--- src/rtl/wb_arb_pkg.sv ---
// Shared types and helpers for the round-robin Wishbone RAM arbiter.
package wb_arb_pkg;

    typedef enum logic {
        IDLE = 1'b0,
        OWN  = 1'b1
    } arb_state_e;

    localparam int MAX_REQ = 8;
    localparam int IDX_W   = 3;

    function automatic logic [IDX_W-1:0] onehot2idx(input logic [MAX_REQ-1:0] oh);
        logic [IDX_W-1:0] idx;
        idx = '0;
        for (int i = 0; i < MAX_REQ; i++) begin
            if (oh[i]) begin
                idx = idx | IDX_W'(i);
            end
        end
        return idx;
    endfunction

endpackage

--- src/rtl/wb_ram_arbiter_rr_pick.sv ---
// Combinational round-robin picker: first requester after `last`, wrapping.
module rr_pick
    import wb_arb_pkg::*;
#(
    parameter int NUM_REQ = 4
) (
    input  logic [NUM_REQ-1:0] req,
    input  logic [IDX_W-1:0]   last,
    output logic [NUM_REQ-1:0] win,
    output logic               valid
);

    localparam int PW = $clog2(NUM_REQ);

    int w_idx;

    always_comb begin
        win   = '0;
        valid = 1'b0;
        w_idx = 0;
        for (int k = 1; k <= NUM_REQ; k++) begin
            w_idx = (int'(last) + k) % NUM_REQ;
            if (!valid && req[PW'(w_idx)]) begin
                win[PW'(w_idx)] = 1'b1;
                valid           = 1'b1;
            end
        end
    end

endmodule

--- src/rtl/wb_ram_arbiter.sv ---
// Round-robin arbiter sharing one big_ram Wishbone port between NUM_REQ
// requesters; ownership lasts for the owner's whole cyc.
module wb_ram_arbiter
    import wb_arb_pkg::*;
#(
    parameter int NUM_REQ = 4,
    parameter int ADDR_W  = 11,
    parameter int DATA_W  = 32
) (
    input  logic                         clk_i,
    input  logic                         rst_ni,
    input  logic [NUM_REQ-1:0]           m_wb_cyc_i,
    input  logic [NUM_REQ-1:0]           m_wb_stb_i,
    input  logic [NUM_REQ-1:0]           m_wb_we_i,
    input  logic [NUM_REQ*ADDR_W-1:0]    m_wb_addr_i,
    input  logic [NUM_REQ*DATA_W-1:0]    m_wb_data_i,
    input  logic [NUM_REQ*DATA_W/8-1:0]  m_wb_sel_i,
    output logic [NUM_REQ-1:0]           m_wb_ack_o,
    output logic [NUM_REQ-1:0]           m_wb_stall_o,
    output logic [DATA_W-1:0]            m_wb_data_o,
    output logic                         s_wb_cyc_o,
    output logic                         s_wb_stb_o,
    output logic                         s_wb_we_o,
    output logic [ADDR_W-1:0]            s_wb_addr_o,
    output logic [DATA_W-1:0]            s_wb_data_o,
    output logic [DATA_W/8-1:0]          s_wb_sel_o,
    input  logic                         s_wb_ack_i,
    input  logic                         s_wb_stall_i,
    input  logic [DATA_W-1:0]            s_wb_data_i,
    output logic [NUM_REQ-1:0]           grant_o,
    output logic                         busy_o
);

    localparam int SEL_W = DATA_W / 8;

    arb_state_e           r_state;
    arb_state_e           w_state_nxt;
    logic [NUM_REQ-1:0]   r_grant;
    logic [NUM_REQ-1:0]   w_grant_nxt;
    logic [IDX_W-1:0]     r_last;
    logic [IDX_W-1:0]     w_last_nxt;
    logic [NUM_REQ-1:0]   w_win;
    logic                 w_win_vld;
    logic [IDX_W-1:0]     w_win_idx;
    logic                 w_own_cyc;
    logic                 w_arb;
    logic                 w_own_act;

    rr_pick #(
        .NUM_REQ (NUM_REQ)
    ) u_pick (
        .req   (m_wb_cyc_i),
        .last  (r_last),
        .win   (w_win),
        .valid (w_win_vld)
    );

    assign w_win_idx = onehot2idx(MAX_REQ'(w_win));
    assign w_own_cyc = |(r_grant & m_wb_cyc_i);
    // Re-arbitrate whenever nobody owns the port or the owner has let go of cyc.
    assign w_arb     = (r_state == IDLE) || !w_own_cyc;

    always_ff @(posedge clk_i or negedge rst_ni) begin
        if (!rst_ni) begin
            r_state <= IDLE;
            r_grant <= '0;
            r_last  <= IDX_W'(NUM_REQ - 1);
        end else begin
            r_state <= w_state_nxt;
            r_grant <= w_grant_nxt;
            r_last  <= w_last_nxt;
        end
    end

    always_comb begin
        w_state_nxt = r_state;
        w_grant_nxt = r_grant;
        w_last_nxt  = r_last;
        if (w_arb) begin
            if (w_win_vld) begin
                w_state_nxt = OWN;
                w_grant_nxt = w_win;
                w_last_nxt  = w_win_idx;
            end else begin
                w_state_nxt = IDLE;
                w_grant_nxt = '0;
            end
        end
    end

    always_comb begin
        w_own_act   = (r_state == OWN) && w_own_cyc;
        s_wb_cyc_o  = w_own_act;
        s_wb_stb_o  = w_own_act && |(r_grant & m_wb_stb_i);
        s_wb_we_o   = |(r_grant & m_wb_we_i);
        s_wb_addr_o = '0;
        s_wb_data_o = '0;
        s_wb_sel_o  = '0;
        for (int i = 0; i < NUM_REQ; i++) begin
            if (r_grant[i]) begin
                s_wb_addr_o = s_wb_addr_o | m_wb_addr_i[i*ADDR_W +: ADDR_W];
                s_wb_data_o = s_wb_data_o | m_wb_data_i[i*DATA_W +: DATA_W];
                s_wb_sel_o  = s_wb_sel_o  | m_wb_sel_i[i*SEL_W +: SEL_W];
            end
        end
        // A late ack after an abort finds cyc low here and is dropped.
        m_wb_ack_o   = r_grant & {NUM_REQ{s_wb_ack_i & w_own_act}};
        m_wb_stall_o = ~r_grant | (r_grant & {NUM_REQ{s_wb_stall_i}});
        m_wb_data_o  = s_wb_data_i;
        grant_o      = r_grant;
        busy_o       = (r_state == OWN);
    end

endmodule

--- config.mk ---
export PLATFORM = sky130hd
export DESIGN_NAME = wb_ram_arbiter
export DESIGN_NICKNAME = d
export VERILOG_FILES = /design/src/rtl/wb_arb_pkg.sv /design/src/rtl/wb_ram_arbiter_rr_pick.sv /design/src/rtl/wb_ram_arbiter.sv
export SDC_FILE = /design/constraint.sdc
export NUM_CORES = 1
export LEC_CHECK = 0
export ABC_AREA = 1
export CAP_MARGIN = 20
export CORE_AREA = 2 2 128 130
export CTS_CLUSTER_DIAMETER = 50
export DETAILED_ROUTE_END_ITERATION = 8
export DIE_AREA = 0 0 130 132
export HOLD_SLACK_MARGIN = 0.15
export PLACE_DENSITY_LB_ADDON = 0.1
export SYNTH_ARGS = -nofsm -noshare
export SYNTH_HDL_FRONTEND = slang
export SYNTH_HIERARCHICAL = 1
export SYNTH_SLANG_ARGS = --single-unit
--- constraint.sdc ---
create_clock -name clk_i -period 2.18 [get_ports clk_i]
set_input_delay 0.327 -clock clk_i [delete_from_list [all_inputs] [get_ports clk_i]]
set_output_delay 0.327 -clock clk_i [all_outputs]
set_load 0.02 [all_outputs]
# [Word-level counts from Yosys, hierarchy flattened]
# Cells that the tools add are included.
[classes] addsub=4 n_lt_le_gt_ge=8 n_mux=45 n_bitwise=21 reduce_logical=18
[ops] operator="two-way mux 32 bit" count=4
[ops] operator="OR 32 bit" count=3
[ops] operator="two-way mux 11 bit" count=4
[ops] operator="two-way mux 4 bit" count=9
[ops] operator="OR 11 bit" count=3
[ops] operator="OR 4 bit" count=7
[ops] operator="AND 4 bit" count=5
[ops] operator="two-way mux 1 bit" count=18
[ops] operator="less-than comparator 2 x 4 -> 1 bit (second input constant)" count=4
[ops] operator="OR reduction 4 bit" count=3
[ops] operator="logical AND 1 bit" count=9
[ops] operator="binary-select mux 1 bit (select 2 bit)" count=4
[ops] operator="demux 1 bit (select 2 bit)" count=4
[ops] operator="greater-or-equal comparator 2 x 1 -> 1 bit (second input constant)" count=4
[ops] operator="adder 2 x 1 -> 2 bit (second input constant)" count=2
[ops] operator="adder 2 bit (second input constant)" count=2
[ops] operator="logical NOT 1 bit" count=4
[ops] operator="two-way mux 2 bit" count=2
[ops] operator="inverter 4 bit" count=1
[ops] operator="AND reduction 2 bit" count=1
[ops] operator="AND 1 bit" count=1
[ops] operator="logical OR 1 bit" count=1
[ops] operator="inverter 1 bit" count=1
[word_totals] regBits=7 inputBits=236 out_inout_bits=95 word_cells=99

# [Logic depth before layout (Yosys ltp)]
# Gate-level depths: netlist of run 1.
[logic_depth] ltp_word=17 ltp_mapped=11 mapped_depth_nobuf=11

# [By module]
# The synthesis of run 1 kept the hierarchy.
[by_module_without_submodules] module="wb_ram_arbiter" instances=1 cells_each=348 area_each_um2=1783.0 seq_area_each_um2=177.7
[by_module_without_submodules] module="rr_pick" instances=1 cells_each=76 area_each_um2=479.2 seq_area_each_um2=0.0

# [Worst setup path after synthesis of run 1]
# OpenSTA, ideal clock, no wires.
[synth_timing] path_type="flip-flop to flip-flop" start="reg r_last[1]" end="reg r_last[1]" arrival_time_ps=2096 setup_slack_ps=7 path_stages_with_launch=12 n_path_buf=0 synth_period_minus_slack_ps=2173 cell_sequence="dfstp_2 -> inv_1 -> ha_1 -> inv_1 -> nand3_4 -> nand2_4 -> nor2_2 -> a21oi_1 -> nand3_1 -> or2_2 -> nand3_1 -> nand2_1"
[synth_between] elab_chain_cells=16
[synth_rtl] item="from (decl)" line="wb_ram_arbiter.sv:40" text="logic [IDX_W-1:0] r_last;"
[synth_rtl] item="from (signal assigned)" line="wb_ram_arbiter.sv:67" text="r_last <= IDX_W'(NUM_REQ - 1);"
[synth_rtl] item="from (signal assigned)" line="wb_ram_arbiter.sv:71" text="r_last <= w_last_nxt;"
[synth_rtl] item="branches (longest 13 deep; another with less-than comparator 2 x 4 -> 1 bit)"
[synth_rtl] item="two-way mux 4 bit *" line="wb_ram_arbiter_rr_pick.sv:23" text="if (!valid && req[PW'(w_idx)]) begin"
[synth_rtl] item="via w_win[2]" line="wb_ram_arbiter.sv:42" text="logic [NUM_REQ-1:0] w_win;"
[synth_rtl] item="two-way mux 2 bit * (2 in a row)" line="wb_arb_pkg.sv:16" text="if (oh[i]) begin"
# Mark *: on every way through the listed nets, which the timed path passes. The select of a mux whose other input is x is not followed.
# A chain may end at the register's enable or synchronous reset.

# [Worst setup path in the final report of run 1]
[layout_timing] start="reg r_grant[0], in the netlist grant_o[0]" end="out s_wb_addr_o[10]"
[layout_between] elab_chain_cells=7
[layout_rtl] item="from (decl)" line="wb_ram_arbiter.sv:38" text="logic [NUM_REQ-1:0] r_grant;"
[layout_rtl] item="from (signal assigned)" line="wb_ram_arbiter.sv:70" text="r_grant <= w_grant_nxt;"
[layout_rtl] item="two-way mux 11 bit *" line="wb_ram_arbiter.sv:100" text="if (r_grant[i]) begin"
[layout_rtl] item="OR 11 bit" line="wb_ram_arbiter.sv:101" text="s_wb_addr_o = s_wb_addr_o | m_wb_addr_i[i*ADDR_W +: ADDR_W];"
[layout_rtl] item="two-way mux 11 bit *" line="wb_ram_arbiter.sv:100"
[layout_rtl] item="OR 11 bit" line="wb_ram_arbiter.sv:101"
[layout_rtl] item="two-way mux 11 bit *" line="wb_ram_arbiter.sv:100"
[layout_rtl] item="OR 11 bit" line="wb_ram_arbiter.sv:101"
[layout_rtl] item="two-way mux 11 bit *" line="wb_ram_arbiter.sv:100"
[layout_rtl] item="to (decl)" line="wb_ram_arbiter.sv:24" text="output logic [ADDR_W-1:0] s_wb_addr_o,"
# Mark *: on every way between the ends. The rest lies on a longest branch, timed or not.

==> results of run 1 <==
[how the worst max path moves through the flow]
stage | depth (start not counted) | slack, ps | end | start
2_1_floorplan | 11 | 7 | r_last[1] | r_last[1]
3_3_place_gp | 8 | -130 | m_wb_ack_o[0] | m_wb_cyc_i[1]
3_5_place_dp | 8 | -160 | m_wb_ack_o[2] | m_wb_cyc_i[1]
4_1_cts | 5 | 6 | s_wb_stb_o | grant_o[2]
5_1_grt | 4 | 4 | s_wb_data_o[4] | grant_o[0]
6_report | 4 | 80 | s_wb_addr_o[10] | grant_o[0]
[report_power, final]
group / internal, W / leakage, nW / switching (W) / total, W
registers: 0.000196 / 0.0784 / 0.0000654 / 0.000262
clock network: 0.000243 / 0.0382 / 0.0000609 / 0.000303
logic: 0.00182 / 2.03 / 0.00216 / 0.00397
total: 0.00226 / 2.14 / 0.00228 / 0.00454
[flip-flops by register name, summed over array words and instances (netlist names)]
| register | flops |
|---|---|
| busy_o | 1 |
| grant_o | 4 |
| r_last | 2 |
[layout by cell type, fill, tap and decap left out, types with 4 or more instances in the layout]
| cell type | count |
|---|---|
| a21oi_1 | 5 |
| buf_4 | 23 |
| clkdlybuf4s50_1 | 258 |
| dfrtp_2 | 4 |
| dlygate4sd2_1 | 5 |
| ha_1 | 7 |
| inv_1 | 13 |
| nand2_1 | 225 |
| nand2_2 | 13 |
| nand3_1 | 14 |
| nand4_1 | 53 |
| nor2_1 | 8 |
[metal layers]
layer  vias to the layer above  GRT usage  part of all wire
met5                         -          0                 0
met4                         0     0.0149            0.0092
li1                       1831          -                 -
met1                      1651      0.171              0.38
met3                        12     0.0304             0.074
met2                       138      0.302              0.53
[through the flow]
step	setup slack (ps)	util	power, W
2_1_floorplan	7.11	-	0.00239
3_3_place_gp	-127	0.322	0.00420
3_5_place_dp	-160	0.322	0.00421
4_1_cts	6.18	0.329	0.00457
5_1_grt	4.10	0.331	0.00489
6_report	82.9	0.331	0.00454
[area by class of cell]
cell class	instances	area [µm²]	area share
Sequential cell	7	183	0.0352
Inverter	15	58.8	0.0113
Clock buffer	4	78.8	0.0152
Tap cell	216	270	0.0520
Timing Repair Buffer	295	2920	0.562
Multi-Input combinational cell	345	1680	0.324
[timing repair]
item | 4_1_cts | 5_1_grt
pin swaps | 1 | 0
setup buffers | 1 | 0
gates resized for setup | 11 | 7
setup endpoints to repair | 33 | 10
[critical path, cell delays in order, from the launching register on]
cell	delay, ps
dfrtp_2	450
buf_8	250
nand2_1	80
nand4_1	120
clkdlybuf4s50_1	630
==> metrics.yaml, run 1 <==
status:
  status: "complete, no violations"
logic_synthesis:
  syn_area_um2: 2260
  yosys_warnings: 6
  syn_avg_cell_area_um2: 5.34
  syn_inst: 423
  synth_nets: 667
placed_design:
  place_congestion: 0.893
  io_buffer_count: 266
  hpwl_um: 11600
  dpl_cell_area_um2: 5060
  placed_cells: 877
die:
  die_w_um: 130
  die_h_um: 132
  core_area_um2: 15700
  initial_utilization: 0.144
  num_rows: 46
  fp.dieArea_um2: 17200
  io_pins: 331
power_and_ir_drop:
  leakage_nw: 2.14
  peakVddDrop_uv: 490
  powerDensity_nw_per_um2: 874
final_layout:
  insertedDiodeCount: 0
  final_nets: 911
  design_area_um2: 5190
  drive_above_1_share: 0.0976
  areaGrowthSynthToFinish_pct: 130
  nFillCells: 1694
  finalNonFillerCells: 882
worst_setup_path:
  end_kind: "primary output"
  path_class: "flip-flop to primary output"
  crit_fanout: 29
  cp.arrival_ps: 1770
  critPathLaunchType: "flip-flop"
  ff2ff_path_depth: 11
  ff2ff_setup_slack_ps: 160
  rr_endpoint: "r_last[1]"
  r2r_start: "r_last[1]"
  worstPathRequired_ps: 1850
clock_network:
  numCtsBuffers: 3
  cts.reportedPaths.clkPinSlew_ps: 30
  clock_latency_ps: 230
  htreeDepth: 1
  tritoncts: "yes"
  cts_buffer_depth: 2
  clock_sinks: 7
  ctsHoldBuffers: 0
  cts_root_buf: "clkbuf_16"
min_path:
  hp-class: "primary input to asynchronous set/reset pin"
grt:
  grt_max_degree: 30
  grt_pass1_vias: 3627
  grt_use_total: 0.153
  antenna_found_initial: 0
  grt_pass1_wl_um: 20700
  overflow: 0
sta:
  timing.fmax_mhz: 477
  relSlewSlack: 0.806
  fin_skew_ps: 0.200
  fin_crit_sh: 0.962
  setup_violations: 0
  fin_tns_setup_ps: 0
  holdWs_ps: 352
  worst_slew_pin_slew_ps: 290
  hold_violations: 0
  period_needed_ps: 2100
  rsz0062_at_grt: "false"
  drv_slew: 0
drt:
  drc: 0
  drtIter0Drc: 90
  drt_first_pass_iters: 4
  vias: 3632
  drt-total-wl_um: 14300
  viasPerCell: 4.12
  routedWlPerCell_um: 16.2
  ant_nets: 0
flow_run:
  max_cap_violations: 0
No activity file was read; power rests on OpenSTA's default activity.
==> inputs of run 2 (changes only) <==
--- a/config.mk
+++ b/config.mk
@@ -13,6 +13,7 @@
 export DIE_AREA = 0 0 130 132
 export HOLD_SLACK_MARGIN = 0.15
 export PLACE_DENSITY_LB_ADDON = 0.1
+export RECOVER_POWER = 50
 export SYNTH_ARGS = -nofsm -noshare
 export SYNTH_HDL_FRONTEND = slang
 export SYNTH_HIERARCHICAL = 1
==> run 2 against run 1 <==
Effect of this change: cell area is 0.58% lower; register-to-register slack hardly changed; sequential cell count stayed put; sequential share of layout area hardly changed; sequential power hardly changed; critical path depth stayed put; final cell count stayed put; critical path type unchanged.
==> metrics.yaml, run 2 (synthesis gave the netlist of run 1 again) <==
placed_design:
  dp_slack_ps: -160
  hpwl_um: 11600
  io_buffer_count: 266
  place_congestion: 0.893
sta:
  fin_skew_ps: 0.219
  timing.fmax_mhz: 477
  rsz0062_at_grt: "false"
  worst_slew_pin_slew_ps: 317
  fin_ws_ps: 82.7
  setup_violations: 0
  relSlewSlack: 0.788
  hold_violations: 0
  fin_crit_sh: 0.962
  drv_slew: 0
  period_needed_ps: 2100
final_layout:
  final_nets: 911
  final_cell_mix: "clkdlybuf4s50_1, nand2_1, nand4_1, buf_4"
  areaGrowthSynthToFinish_pct: 129
  insertedDiodeCount: 0
  final_util: 0.329
  largest_reg_flops: 4
  drive_above_1_share: 0.0961
  final_common_cell: "clkdlybuf4s50_1"
drt:
  top_layer: "met4"
  drt-total-wl_um: 14300
  met3_length_um: 1120
  met1_length_um: 5390
  drc: 0
  drtIter0Drc: 85
  viasPerCell: 4.13
  ant_nets: 0
  routedWlPerCell_um: 16.2
  drt_first_pass_iters: 4
  met2_length_um: 7640
  vias: 3643
power_and_ir_drop:
  peakVddDrop_uv: 416
  powerDensity_nw_per_um2: 862
  leakage_nw: 2.11
  swShare: 0.505
  power.total_w: 0.00445
  pwr-share-clk: 0.068
  power_frac_comb: 0.874
  switchingPower_w: 0.00225
  pwr-share-seq: 0.058
  internal_power_w: 0.00220
clock_network:
  cts_buffer_depth: 2
  clock_sinks: 7
  ctsHoldBuffers: 0
  clock_latency_ps: 230
  numCtsBuffers: 3
  tritoncts: "yes"
  htreeDepth: 1
  cts.reportedPaths.clkPinSlew_ps: 30
  cts_root_buf: "clkbuf_16"
min_path:
  hp-class: "primary input to asynchronous set/reset pin"
worst_setup_path:
  critical_path_depth: 4
  end_kind: "primary output"
  cp.arrival_ps: 1770
  critPathLaunchType: "flip-flop"
  ff2ff_setup_slack_ps: 150
  ff2ff_path_depth: 11
  cp_top_family: "buffers and inverters"
  cp-startpoint: "grant_o[0]"
  cpPeakStageDelay_ps: 630
  path_class: "flip-flop to primary output"
  critPathBufInv: 2
  r2r_start: "r_last[1]"
  rr_endpoint: "r_last[0]"
  worstSetupEndpoint: "s_wb_addr_o[10]"
  crit_slowest_cell: "clkdlybuf4s50_1"
  crit_fanout: 29
  path_cells: "buf_8 > nand2_1 > nand4_1 > clkdlybuf4s50_1"
  worstPathRequired_ps: 1850
die:
  io_pins: 331
  initial_utilization: 0.144
  fp.dieArea_um2: 17200
  core_area_um2: 15700
  die_w_um: 130
  num_rows: 46
  die_h_um: 132
grt:
  grt_pass1_wl_um: 20700
  antenna_found_initial: 0
  grt_max_degree: 30
  overflow: 0
  grt_pass1_vias: 3627
  grt_use_total: 0.153
flow_run:
  max_cap_violations: 0
status:
  status: "complete, no violations"
## run 2: cell count changes in the layout (fill, tap and decap cells not counted)
cell	before	now
buf_4	23	22
clkbuf_1	1	2
clkbuf_2	0	1
clkdlybuf4s50_1	258	250
dfstp_1	0	1
dfstp_2	2	1
dlygate4sd3_1	0	8
dlymetal6s2s_1	3	2
nand2_2	13	14
nand2_4	3	2
nor2_2	1	2
nor2_8	1	0
## run 2: worst min path at each step
stage / from / end
after floorplan: rst_ni / busy_o
after global placement: rst_ni / busy_o
after detailed placement: rst_ni / busy_o
after CTS: rst_ni / busy_o
after global routing: rst_ni / busy_o
final: rst_ni / grant_o[2]
## run 2: cell type report
class                      count  area (µm²)
timing repair buffer         295        2910
tap                          216         270
clock buffer                   4        78.8
inverter                      15        58.8
sequential                     7         183
multi-input combinational    345        1660
fill                        1696       10500
## run 2: through the flow
step | cells | area [µm²] | TNS (ps) | hold slack, ps
2_1_floorplan | 423 | 2260 | 0 | 31.4
3_3_place_gp | 877 | 5060 | -630 | 597
3_5_place_dp | 877 | 5060 | -787 | 597
4_1_cts | 882 | 5170 | 0 | 362
5_1_grt | 882 | 5160 | 0 | 450
6_report | 882 | 5160 | 0 | 422
## run 2: metal layers
metal  vias up  track usage
met5         -            0
li1       1831            -
met4         0       0.0149
met1      1659        0.171
met2       141        0.302
met3        12       0.0304
## run 2: power by group through the flow
stage	sequential, W	combinational, W	clock (W)
finish	0.000259	0.00389	0.000303
global route	0.000270	0.00420	0.000321
CTS	0.000268	0.00399	0.000310
detailed placement	0.000265	0.00394	0
global placement	0.000263	0.00394	0
floorplan	0.000281	0.00211	0
## run 2: what timing repair did
action	CTS	global route
pin swaps	1	0
resized for setup	11	7
setup endpoints to repair	33	10
endpoints found under the hold margin	0	0
buffers inserted	1	0
==> inputs of run 3 (changes only) <==
--- a/config.mk
+++ b/config.mk
@@ -11,6 +11,7 @@
 export CTS_CLUSTER_DIAMETER = 50
 export DETAILED_ROUTE_END_ITERATION = 8
 export DIE_AREA = 0 0 130 132
+export GPL_ROUTABILITY_DRIVEN = 0
 export HOLD_SLACK_MARGIN = 0.15
 export PLACE_DENSITY_LB_ADDON = 0.1
 export RECOVER_POWER = 50
==> results of run 3 <==
The final DEF is identical to that of run 2; final timing and power are the same.
